<file path="config.mk">
export PLATFORM = sky130hd
export DESIGN_NAME = display_mux_scheduler
export DESIGN_NICKNAME = d
export VERILOG_FILES = /design/src/rtl/display_mux_scheduler.sv
export SDC_FILE = /design/constraint.sdc
export NUM_CORES = 1
export LEC_CHECK = 0
export BUFFER_PORTS_ARGS = -buffer_cell sky130_fd_sc_hd__clkbuf_2
export CORE_AREA = 2 2 69 71
export DETAILED_ROUTE_END_ITERATION = 16
export DIE_AREA = 0 0 71 73
export PLACE_DENSITY = 0.47
export SLEW_MARGIN = 20
export SYNTH_ARGS = -nofsm -noshare
export SYNTH_HDL_FRONTEND = slang
export SYNTH_SLANG_ARGS = --single-unit
</file>
<file path="constraint.sdc">
create_clock -name clk -period 1.85 [get_ports clk]
set_input_delay 0.0925 -clock clk [delete_from_list [all_inputs] [get_ports clk]]
set_output_delay 0.0925 -clock clk [all_outputs]
set_load 0.01 [all_outputs]
</file>
<file path="src/rtl/display_mux_scheduler.sv">
// rtl/display_mux_scheduler.sv - two-digit time-multiplexed seven-segment scheduler with blanking gaps
// Optional: define DISPLAY_MUX_LEADING_ZERO_BLANK_EN to suppress a zero left digit.
module display_mux_scheduler #(
    parameter int DWELL_CYCLES = 10000,
    parameter int BLANK_CYCLES = 100
) (
    input  logic       clk,
    input  logic       reset,
    input  logic [3:0] in_digit,
    input  logic       in_valid,
    output logic       in_ready,
    output logic [3:0] hex_out,
    output logic       selector1,
    output logic       selector2,
    output logic       frame_tick
);

    typedef enum logic [1:0] {
        SHOW0  = 2'd0,
        BLANK0 = 2'd1,
        SHOW1  = 2'd2,
        BLANK1 = 2'd3
    } state_t;

    localparam logic [15:0] DWELL_LAST = 16'(DWELL_CYCLES - 1);
    localparam logic [15:0] BLANK_LAST = 16'(BLANK_CYCLES - 1);

    state_t      state;
    state_t      state_next;
    logic [15:0] count;
    logic [15:0] count_next;
    logic [3:0]  d0;
    logic [3:0]  d1;
    logic        last;
    logic        accept;

    always_comb begin
        last = 1'b0;
        case (state)
            SHOW0, SHOW1: last = (count == DWELL_LAST);
            default:      last = (count == BLANK_LAST);
        endcase
    end

    always_ff @(posedge clk) begin
        if (!reset) begin
            state <= BLANK1;
            count <= 16'd0;
        end else begin
            state <= state_next;
            count <= count_next;
        end
    end

    always_comb begin
        state_next = state;
        count_next = count + 16'd1;
        if (last) begin
            count_next = 16'd0;
            case (state)
                SHOW0:   state_next = BLANK0;
                BLANK0:  state_next = SHOW1;
                SHOW1:   state_next = BLANK1;
                default: state_next = SHOW0;
            endcase
        end
    end

    // Digits only move during blank gaps, so a lit digit never changes value.
    assign accept = in_valid && in_ready;

    always_ff @(posedge clk) begin
        if (!reset) begin
            d0 <= 4'd0;
            d1 <= 4'd0;
        end else if (accept) begin
            d1 <= d0;
            d0 <= in_digit;
        end
    end

    // Each blank shows the digit lit next, so the decoder settles before its enable rises.
    always_comb begin
        selector1  = 1'b0;
        selector2  = 1'b0;
        in_ready   = 1'b0;
        hex_out    = d0;
        frame_tick = 1'b0;
        case (state)
            SHOW0: begin
                selector1 = 1'b1;
                hex_out   = d0;
            end
            BLANK0: begin
                in_ready = 1'b1;
                hex_out  = d1;
            end
            SHOW1: begin
`ifdef DISPLAY_MUX_LEADING_ZERO_BLANK_EN
                selector2 = (d1 != 4'd0);
`else
                selector2 = 1'b1;
`endif
                hex_out   = d1;
            end
            default: begin
                in_ready   = 1'b1;
                hex_out    = d0;
                frame_tick = last && reset;
            end
        endcase
    end

endmodule

</file>
==> flow_metrics.env <==
export IMPL_final_period_utilization_pct=95.76
export IMPL_synth_area_leader_cell="dfxtp_1"
export IMPL_timing_clock_skew_ps=3.703
export IMPL_mostFrequentLayoutCells="nand2_1 (22), dfxtp_1 (19), nor3_1 (17)"
export IMPL_synth_seq_cells=26
export IMPL_crit_path_start_kind="register"
export IMPL_slew_headroom_pct=70.00
export IMPL_grtUsageTotal_pct=11.09
export IMPL_dieArea_um2=5183
export IMPL_max_cap_violations=0
export IMPL_max_vdd_ir_drop_v=0.0002962
export IMPL_place_congestion=0.7944
export IMPL_drive_gt1_share_pct=30.30
export IMPL_outcome="completed"
export IMPL_post_drt_wl_per_cell_um=12.63
export IMPL_fin_nets=177
export IMPL_finalHoldViolCount=0
export IMPL_power_w=0.001111
export IMPL_grt_max_degree=17
export IMPL_detail_route_wirelength_mm=2.767
export IMPL_placement_rows=25
export IMPL_postSynthAreaPerCell_um2=8.820
export IMPL_layout_cells_most_common="nand2_1"
export IMPL_die_height_um=73
export IMPL_setup_worst_path_class="register to output pin"
export IMPL_final_core_util_pct=34.15
export IMPL_syn_instance_count=142
export IMPL_critical_path_peak_fanout=5
export IMPL_setup_violations_final=0
export IMPL_io_buffers=14
export IMPL_yosys_area_top_type_share_pct=41.56
export IMPL_reg_clk_slew_reported_paths_ps=90
export IMPL_detailedPlace_worstSlack_ps=100.4
export IMPL_timing_worst_slew_pin_value_ps=447.2
export IMPL_post_synthesis_net_count=153
export IMPL_power_clock_fraction_pct=42.3
export IMPL_grt_overflow=0
export IMPL_first_global_vias=1022
export IMPL_asyncSetResetFlopFracSynth_pct=0
export IMPL_ys_warn_count=0
export IMPL_clk_latency_ps=270
export IMPL_antenna_violating_nets_post_route=0
export IMPL_area_growth_synth_to_final_pct=23.68
export IMPL_layoutNonFillerInstCount=219
export IMPL_synthDistinctLibCells=34
export IMPL_worst_ep_arrival_time_ps=1680
export IMPL_power_sequential_fraction_pct=52.3
export IMPL_critical_path_required_ps=1760
export IMPL_tritoncts="yes"
export IMPL_timing_setup_tns_ps=0
export IMPL_clock_buffer_count_from_cts=3
export IMPL_floorplan_initialDensity_pct=27.61
export IMPL_place_detailed_hpwl_mm=1.911
export IMPL_net_switching_power_w=0.0002244
export IMPL_core_um2=4536
export IMPL_netlist_area_um2=1252
export IMPL_via_count=1040
export IMPL_min_period_ps=1772
export IMPL_cts_root_to_sink_buffers=2
export IMPL_min_delay_path_class="input pin to register"
export IMPL_drt_first_pass_iters=4
export IMPL_power_density_nw_per_um2=717.5
export IMPL_htree_num_levels=1
export IMPL_sw_frac_of_total_pct=20.19
export IMPL_max_clock_freq_mhz=564.5
export IMPL_ys_dominant_reg_cell="dfxtp_1"
export IMPL_grt_first_pass_wirelength_mm=4.685
export IMPL_p_leak_nw=0.5504
export IMPL_synth_seq_area_share_pct=41.56
export IMPL_clk_root_buffer_cell="clkbuf_8"
export IMPL_end_kind="output pin"
export IMPL_routed_via_density=4.749
export IMPL_num_antenna_cells=0
export IMPL_setup_ws_ps=78.49
export IMPL_timing_final_max_slew_violations=0
export IMPL_share_comb_of_total_power_pct=5.4
export IMPL_power_report_internal_total_w=0.0008870
export IMPL_die_width_um=71
export IMPL_ioPinCount=15
export IMPL_synth_area_top_cells="dfxtp_1 (42%), xnor2_1 (7.0%), nor3_1 (6.8%)"
export IMPL_drt_iter0_drc=86
export IMPL_detail_route_drc_violations=0
export IMPL_grt_antenna_before_repair=0
export IMPL_synth_edf_count=0
export IMPL_placed_cells=212
export IMPL_cts_num_sinks=26
==> worst max-delay path: stages (launching register included) <==
cell	delay, ps
dfxtp_4	390
nand3_2	80
or4_4	500
a21oi_4	150
and3_1	160
clkbuf_2	130
==> state kept, by name (all words and copies together) (netlist names) <==
name and flops:
d1 4, count 16, state 2, d0 4
==> layout make-up <==
type,count,area [µm²]
Fill cell,464,2987
Multi-Input combinational cell,106,711.9
Sequential cell,26,534.3
Timing Repair Buffer,24,145.1
Tap cell,54,67.56
Clock buffer,3,41.29
Clock inverter,1,30.03
Inverter,5,18.77
==> cell usage after synthesis (2+ instances only) <==
| cell | count |
|---|---|
| inv_1 | 4 |
| nor4_1 | 4 |
| nand4_1 | 4 |
| ha_1 | 4 |
| a21oi_1 | 8 |
| dfxtp_1 | 26 |
| o21ai_0 | 2 |
| clkbuf_1 | 3 |
| xor2_1 | 2 |
| mux2_2 | 4 |
| nand2_1 | 22 |
| a211oi_2 | 2 |
| nor2_1 | 7 |
| nor3_1 | 17 |
| nand3_1 | 4 |
| or3_1 | 2 |
| xnor2_1 | 10 |
==> metrics by stage <==
| step | hold WS [ps] | area, µm² |
|---|---|---|
| after CTS | 17.80 | 1519 |
| after floorplan | 228.5 | 1252 |
| after global placement | 317.1 | 1415 |
| final | 32.15 | 1549 |
| after detailed placement | 322.8 | 1415 |
| after global routing | 21.92 | 1549 |
==> power groups by stage <==
stage          clock (W)  sequential [W]  combinational [W]
3_3_place_gp           0        0.000596          0.0000581
6_report        0.000470        0.000581          0.0000603
3_5_place_dp           0        0.000596          0.0000598
2_1_floorplan          0        0.000594          0.0000389
5_1_grt         0.000511        0.000583          0.0000671
4_1_cts         0.000494        0.000581          0.0000615
==> cells by family after synthesis <==
kind of cell	after synthesis	share of synthesized area, %
flops	26	41.56
fa+ha+maj	4	3.996
compound gates	14	8.092
simple gates	71	29.87
mux	5	4.395
buf+inv	10	3.695
xor+xnor	12	8.392
==> routing by layer <==
layer,wire length [µm],GRT usage [%]
met5,0,0
met2,1311,19.11
met1,1313,14.32
met3,134,3.177
met4,6,1.258
==> final timing paths <==
kind                             startpoint         end  slack, ps  cells past startpoint
worst max-delay path               count[9]  frame_tick         80                      5
worst min-delay path            in_digit[2]       d0[2]         30                      3
worst max register to register     count[9]    count[7]        180                      6
worst min register to register     count[0]    count[0]        440                      1
==> repair_timing <==
action / 4_1_cts / 5_1_grt
buffers inserted: 1 / 2
setup endpoints to repair: 1 / 1
pin swaps: 1 / 0
resized for setup: 8 / 5
hold buffers: 0 / 0
Power figures use the tool's default switching activity.
